### src/rtl/aes_pkg.sv
// Shared types, widths and the GF(2^8) S-box function for the SubBytes scheduler.
package aes_pkg;

    typedef enum logic [1:0] {IDLE, BUSY, DONE} sched_state_t;
    typedef enum logic {STATE, KEY} grant_t;

    localparam int WORD_W  = 32;
    localparam int LANES   = 4;
    localparam int STATE_W = 128;

    localparam logic [7:0] INV_EXP = 8'hFE;

    function automatic logic [7:0] gf_mul(input logic [7:0] a, input logic [7:0] b);
        logic [7:0] p;
        logic [7:0] x;
        p = 8'h00;
        x = a;
        for (int i = 0; i < 8; i++) begin
            if (b[i]) p = p ^ x;
            x = {x[6:0], 1'b0} ^ (x[7] ? 8'h1b : 8'h00);
        end
        return p;
    endfunction

    // Multiplicative inverse as x^254 (maps 0 to 0), then the AES affine transform.
    function automatic logic [7:0] sbox_byte(input logic [7:0] x);
        logic [7:0] r;
        logic [7:0] sq;
        r  = 8'h01;
        sq = x;
        for (int i = 0; i < 8; i++) begin
            if (INV_EXP[i]) r = gf_mul(r, sq);
            sq = gf_mul(sq, sq);
        end
        return r ^ {r[6:0], r[7]} ^ {r[5:0], r[7:6]} ^ {r[4:0], r[7:5]}
                 ^ {r[3:0], r[7:4]} ^ 8'h63;
    endfunction

endpackage

### src/rtl/subbytes_scheduler_sbox_word.sv
// Combinational 32-bit SubWord: four byte-wide S-box lanes.
module sbox
    import aes_pkg::*;
(
    input  logic [7:0] din,
    output logic [7:0] dout
);
    assign dout = sbox_byte(din);
endmodule

module sbox_word
    import aes_pkg::*;
(
    input  logic [WORD_W-1:0] din,
    output logic [WORD_W-1:0] dout
);
    for (genvar g = 0; g < LANES; g++) begin : g_lane
        sbox u_sbox (
            .din  (din[g*8 +: 8]),
            .dout (dout[g*8 +: 8])
        );
    end
endmodule

### src/rtl/subbytes_scheduler.sv
// Time-shares one 4-lane S-box bank between 128-bit SubBytes and key SubWord.
// Build option SUBBYTES_SCHED_PERF_EN adds the stall_cnt performance counter port.
module subbytes_scheduler
    import aes_pkg::*;
(
    input  logic               clk,
    input  logic               rst_n,
    input  logic               st_valid,
    output logic               st_ready,
    input  logic [STATE_W-1:0] st_in,
    output logic               st_out_valid,
    input  logic               st_out_ready,
    output logic [STATE_W-1:0] st_out,
    input  logic               kw_valid,
    output logic               kw_ready,
    input  logic [WORD_W-1:0]  kw_in,
    output logic               kw_out_valid,
    output logic [WORD_W-1:0]  kw_out
`ifdef SUBBYTES_SCHED_PERF_EN
    ,
    output logic [15:0]        stall_cnt
`endif
);

    sched_state_t       state_q, state_d;
    grant_t             last_grant_q, last_grant_d;
    logic [1:0]         idx_q, idx_d;
    logic [STATE_W-1:0] buf_q, buf_d;
    logic [STATE_W-1:0] st_out_q, st_out_d;
    logic [WORD_W-1:0]  kw_out_q, kw_out_d;
    logic               kw_out_valid_q, kw_out_valid_d;

    logic               key_gnt_busy;
    logic               kw_acc;
    logic [WORD_W-1:0]  sbox_in;
    logic [WORD_W-1:0]  sbox_out;

    // Word idx lives at bit offset (3-idx)*32, i.e. {~idx, 5'b0}.
    assign key_gnt_busy = (state_q == BUSY) && kw_valid && (last_grant_q == STATE);
    assign kw_ready     = (state_q != BUSY) || key_gnt_busy;
    assign kw_acc       = kw_valid && kw_ready;
    assign sbox_in      = kw_acc ? kw_in : buf_q[{~idx_q, 5'd0} +: WORD_W];

    sbox_word u_sbox_word (
        .din  (sbox_in),
        .dout (sbox_out)
    );

    always_comb begin
        state_d        = state_q;
        last_grant_d   = last_grant_q;
        idx_d          = idx_q;
        buf_d          = buf_q;
        st_out_d       = st_out_q;
        kw_out_d       = kw_out_q;
        kw_out_valid_d = kw_acc;
        if (kw_acc) kw_out_d = sbox_out;
        case (state_q)
            IDLE: begin
                if (st_valid) begin
                    buf_d   = st_in;
                    idx_d   = 2'd0;
                    state_d = BUSY;
                end
            end
            BUSY: begin
                if (key_gnt_busy) begin
                    last_grant_d = KEY;
                end else begin
                    st_out_d[{~idx_q, 5'd0} +: WORD_W] = sbox_out;
                    last_grant_d = STATE;
                    if (idx_q == 2'd3) state_d = DONE;
                    else               idx_d   = idx_q + 2'd1;
                end
            end
            DONE: begin
                if (st_out_ready) state_d = IDLE;
            end
            default: state_d = IDLE;
        endcase
    end

    always_ff @(posedge clk or negedge rst_n) begin
        if (!rst_n) begin
            state_q        <= IDLE;
            last_grant_q   <= STATE;
            idx_q          <= 2'd0;
            buf_q          <= '0;
            st_out_q       <= '0;
            kw_out_q       <= '0;
            kw_out_valid_q <= 1'b0;
        end else begin
            state_q        <= state_d;
            last_grant_q   <= last_grant_d;
            idx_q          <= idx_d;
            buf_q          <= buf_d;
            st_out_q       <= st_out_d;
            kw_out_q       <= kw_out_d;
            kw_out_valid_q <= kw_out_valid_d;
        end
    end

    assign st_ready     = (state_q == IDLE);
    assign st_out_valid = (state_q == DONE);
    assign st_out       = st_out_q;
    assign kw_out       = kw_out_q;
    assign kw_out_valid = kw_out_valid_q;

`ifdef SUBBYTES_SCHED_PERF_EN
    logic [15:0] stall_q, stall_d;

    always_comb begin
        stall_d = stall_q;
        if (key_gnt_busy && (stall_q != 16'hFFFF)) stall_d = stall_q + 16'd1;
    end

    always_ff @(posedge clk or negedge rst_n) begin
        if (!rst_n) stall_q <= 16'd0;
        else        stall_q <= stall_d;
    end

    assign stall_cnt = stall_q;
`endif

endmodule

### config.mk
export PLATFORM = sky130hd
export DESIGN_NAME = subbytes_scheduler
export DESIGN_NICKNAME = d
export VERILOG_FILES = /design/src/rtl/aes_pkg.sv /design/src/rtl/subbytes_scheduler_sbox_word.sv /design/src/rtl/subbytes_scheduler.sv
export SDC_FILE = /design/constraint.sdc
export NUM_CORES = 2
export LEC_CHECK = 0
export BUFFER_PORTS_ARGS = -buffer_cell sky130_fd_sc_hd__buf_2
export CAP_MARGIN = 20
export CELL_PAD_IN_SITES_DETAIL_PLACEMENT = 0
export CELL_PAD_IN_SITES_GLOBAL_PLACEMENT = 1
export CORE_ASPECT_RATIO = 1.4
export CORE_MARGIN = 2
export CORE_UTILIZATION = 25
export DETAILED_ROUTE_END_ITERATION = 10
export PLACE_DENSITY = 0.54
export SLEW_MARGIN = 20
export SYNTH_ARGS = -nofsm -noshare
export SYNTH_HDL_FRONTEND = slang
export SYNTH_SLANG_ARGS = --single-unit
### constraint.sdc
create_clock -name clk -period 23.7 [get_ports clk]
set_input_delay 0 -clock clk [delete_from_list [all_inputs] [get_ports clk]]
set_output_delay 0 -clock clk [all_outputs]
set_load 0.05 [all_outputs]
==> metrics <==
status=completed; fmax=approximately 46 MHz; GP Congestion=0.859; Cell Rows=~240; Syn Nets=around 9500; synth warn=0; WL final=between 200 and 300 mm; Worst-path clk slew=about 60 ps; EDFF count, synth=0; htree depth=2; worst slew pin tran=between 1000 and 1500 ps; post-route insts no fill=~13000; top cell type's share of synthesized area=20.1%; initial antenna violation count=21; ys flop type=dfrtp_1; clock latency on the worst-skew pair=roughly 630 ps; critical setup path kind=flop to flop; Initial Util=25.1%; die span in x=about 460 um; Inst Count DP=13200; ys async rst share=100%; GRT Util Overall=18.2%; area of the multi-input gates=around 63000 um^2; vias per inst=between 5 and 6; dpl hpwl=~210 mm; wire length per cell=about 21 um; Finish-stage setup viols=0; layout cells sized above 1=between 10 and 15%; headroom to the max-slew limit=about a quarter; TritonRoute pass-1 iters=6; Worst setup SP type=flop; Seq/Total Area, Yosys=10.0%; port bufs=about 330; CP Max Fanout=28; Layout Nets=about 9700; Critical Path Max Stage Delay=roughly 850 ps; synth unique cells=between 100 and 150; clock sinks=294; Die Area=between 200000 and 300000 um^2; storage element area=7360 um^2; Slew Limit Fails=0; Hold Vio Cnt, Final=0; skew final=29.9 ps; pin count of the biggest net entering global routing=approximately 150; CP endpoint kind=flop; minimum clock period after layout=between 20000 and 25000 ps; CTS tree=yes; global-route wire length before repair=431 mm; DR vias=around 69000; Layout area overhead=12.4%; Crit path arrival time=22320 ps; WP data required=between 20000 and 25000 ps; Clk Tree Root Cell=clkbuf_16; Seq cells post-synth=294; Finished Core Util=about 28%; FILL cells=between 30000 and 40000; Ports=about 330; Post-Syn Area=about 73000 um^2; area leader, netlist=xnor2_1; CORE AREA=292000 um^2; final clock period utilization by the worst path=roughly 92%; die extent in y=around 640 um; Hold Crit Class=primary input to async pin; vias in the first global route=between 60000 and 70000; max-cap violations=0; Slowest-stage cell, CP=ha_1; Num CTS Buffers=35; Area contributors post-synth=xnor2_1 (20%), dfrtp_1 (10%), xnor3_1 (6.9%), nor2_1 (6.4%), xor2_1 (5.2%); CP dominant cell by count=xnor2_1; Overflow after GRT=0; Synth Instances=roughly 9300; Starting DRT DRC Count=about 5100; clock buffer depth=3; syn_area_per_cell=a little under 8 um^2; Final ANT Viol Nets=0; Sum Neg Setup Slack=0 ps; RSZ-0062 raised after global routing=no; DRC errors left=0
## critical path, delay by kind of cell, from the launching register on
family | cells | cell delay, ps
AND/OR/NAND/NOR | 9 | 2670
AO/OA/AOI/OAI | 9 | 2640
XOR/XNOR | 23 | 7190
multiplexers | 4 | 1430
buffers and inverters | 10 | 4050
flip-flops | 1 | 810
adder cells (fa/ha/maj) | 5 | 2740
## sequential cells by signal (all words and copies together) (netlist names)
register and cells:
kw_out 32, state_q 2, kw_out_valid 1, idx_q 2, last_grant_q 1, buf_q 128
st_out 128
## per-stage QoR
stage                     worst slack, ps  hold WS [ps]  instance area, um^2
after CTS                            1290          11.4                82300
after global routing                 94.8          77.0                82300
after floorplan                      5850          -296                73300
after global placement                910          73.0                79800
after detailed placement             1320          84.4                79900
final                                1940          2.77                82300
## layout make-up
type,instances,share of cell area (%)
diodes,15,0.0456
clock buffers,53,1.24
clock inverters,7,0.0821
inverters,111,0.514
multi-input cells,8262,76.8
flip-flops and latches,294,8.94
well taps,3910,5.94
repair buffers,764,6.39
## cells in the mapped netlist, types with 80 or more instances
library cell / n
xnor2_1: 1680
nor2_1: 1241
nand2_1: 862
a21oi_1: 465
xor2_1: 438
clkbuf_1: 363
o21ai_0: 361
dfrtp_1: 294
nor3_1: 264
nand3_1: 251
xnor3_1: 225
mux2i_1: 198
mux2_2: 193
buf_2: 159
xnor2_2: 153
o22ai_1: 127
a22o_1: 115
a211oi_1: 102
o211ai_1: 98
a31oi_1: 80
## path summary, 6_finish.rpt
path,start,end,slack [ps],cells past startpoint
setup / recovery,idx_q[0]$_DFFE_PN0P_,kw_out[4]$_DFFE_PN0P_,1940,60
hold / removal,rst_n,buf_q[122]$_DFFE_PN0P_,3,2
setup reg to reg,idx_q[0]$_DFFE_PN0P_,kw_out[4]$_DFFE_PN0P_,1940,60
hold reg to reg,kw_out[16]$_DFFE_PN0P_,kw_out[16]$_DFFE_PN0P_,480,2
max in group asynchronous,rst_n,st_out[70]$_DFFE_PN0P_,21420,4
min in group clk,st_in[37],buf_q[37]$_DFFE_PN0P_,150,3
## timing repair
item                                   in CTS  in global routing
hold buffers                              131                  0
gates resized for setup                     0                  3
buffers inserted                            0                  0
endpoints found under the hold margin     214                  0
setup endpoints to repair                   0                 32
## metal layers
| metal | track usage (%) | share of wire (%) |
|---|---|---|
| met5 | 0 | 0.011 |
| met4 | 5.52 | 3.0 |
| met3 | 1.28 | 3.8 |
| met2 | 33.6 | 52 |
| met1 | 22.1 | 42 |
## cell usage in the layout, fill, tap and decap left out, types with 39 or more instances in the layout
cell	instances
and3_1	74
a32oi_1	49
o21ai_1	67
xor2_1	419
mux2i_1	198
or3_1	48
nand2_1	861
and2_1	71
nor3_1	261
nand2b_1	42
inv_1	78
a211oi_1	101
a31oi_1	80
a22oi_1	50
xnor2_1	1631
o211ai_1	98
dlygate4sd3_1	131
o221ai_1	43
nand4_1	43
xor2_2	56
nor2_1	1240
a21oi_1	463
o21ai_0	361
xnor2_2	196
dfrtp_1	292
buf_4	304
buf_2	327
a22o_1	115
o22ai_1	127
mux2_2	193
nor4_1	40
xnor3_1	225
nand3_1	251
a211o_1	39
## cell families (layout without fill, tap and decap cells)
family                   after synthesis  in the layout  synth area share [%]
multiplexers                         436            436                  7.00
buffers and inverters                750            935                  4.52
XOR/XNOR                            2641           2641                  40.2
other                                  0             15                     0
flip-flops                           294            294                  10.0
AND/OR/NAND/NOR                     3097           3097                  18.6
AO/OA/AOI/OAI                       2055           2055                  19.1
adder cells (fa/ha/maj)               33             33                 0.563
Power is not shown: default switching activity piles up to over one toggle a cycle in this logic, so the estimate is an artifact.
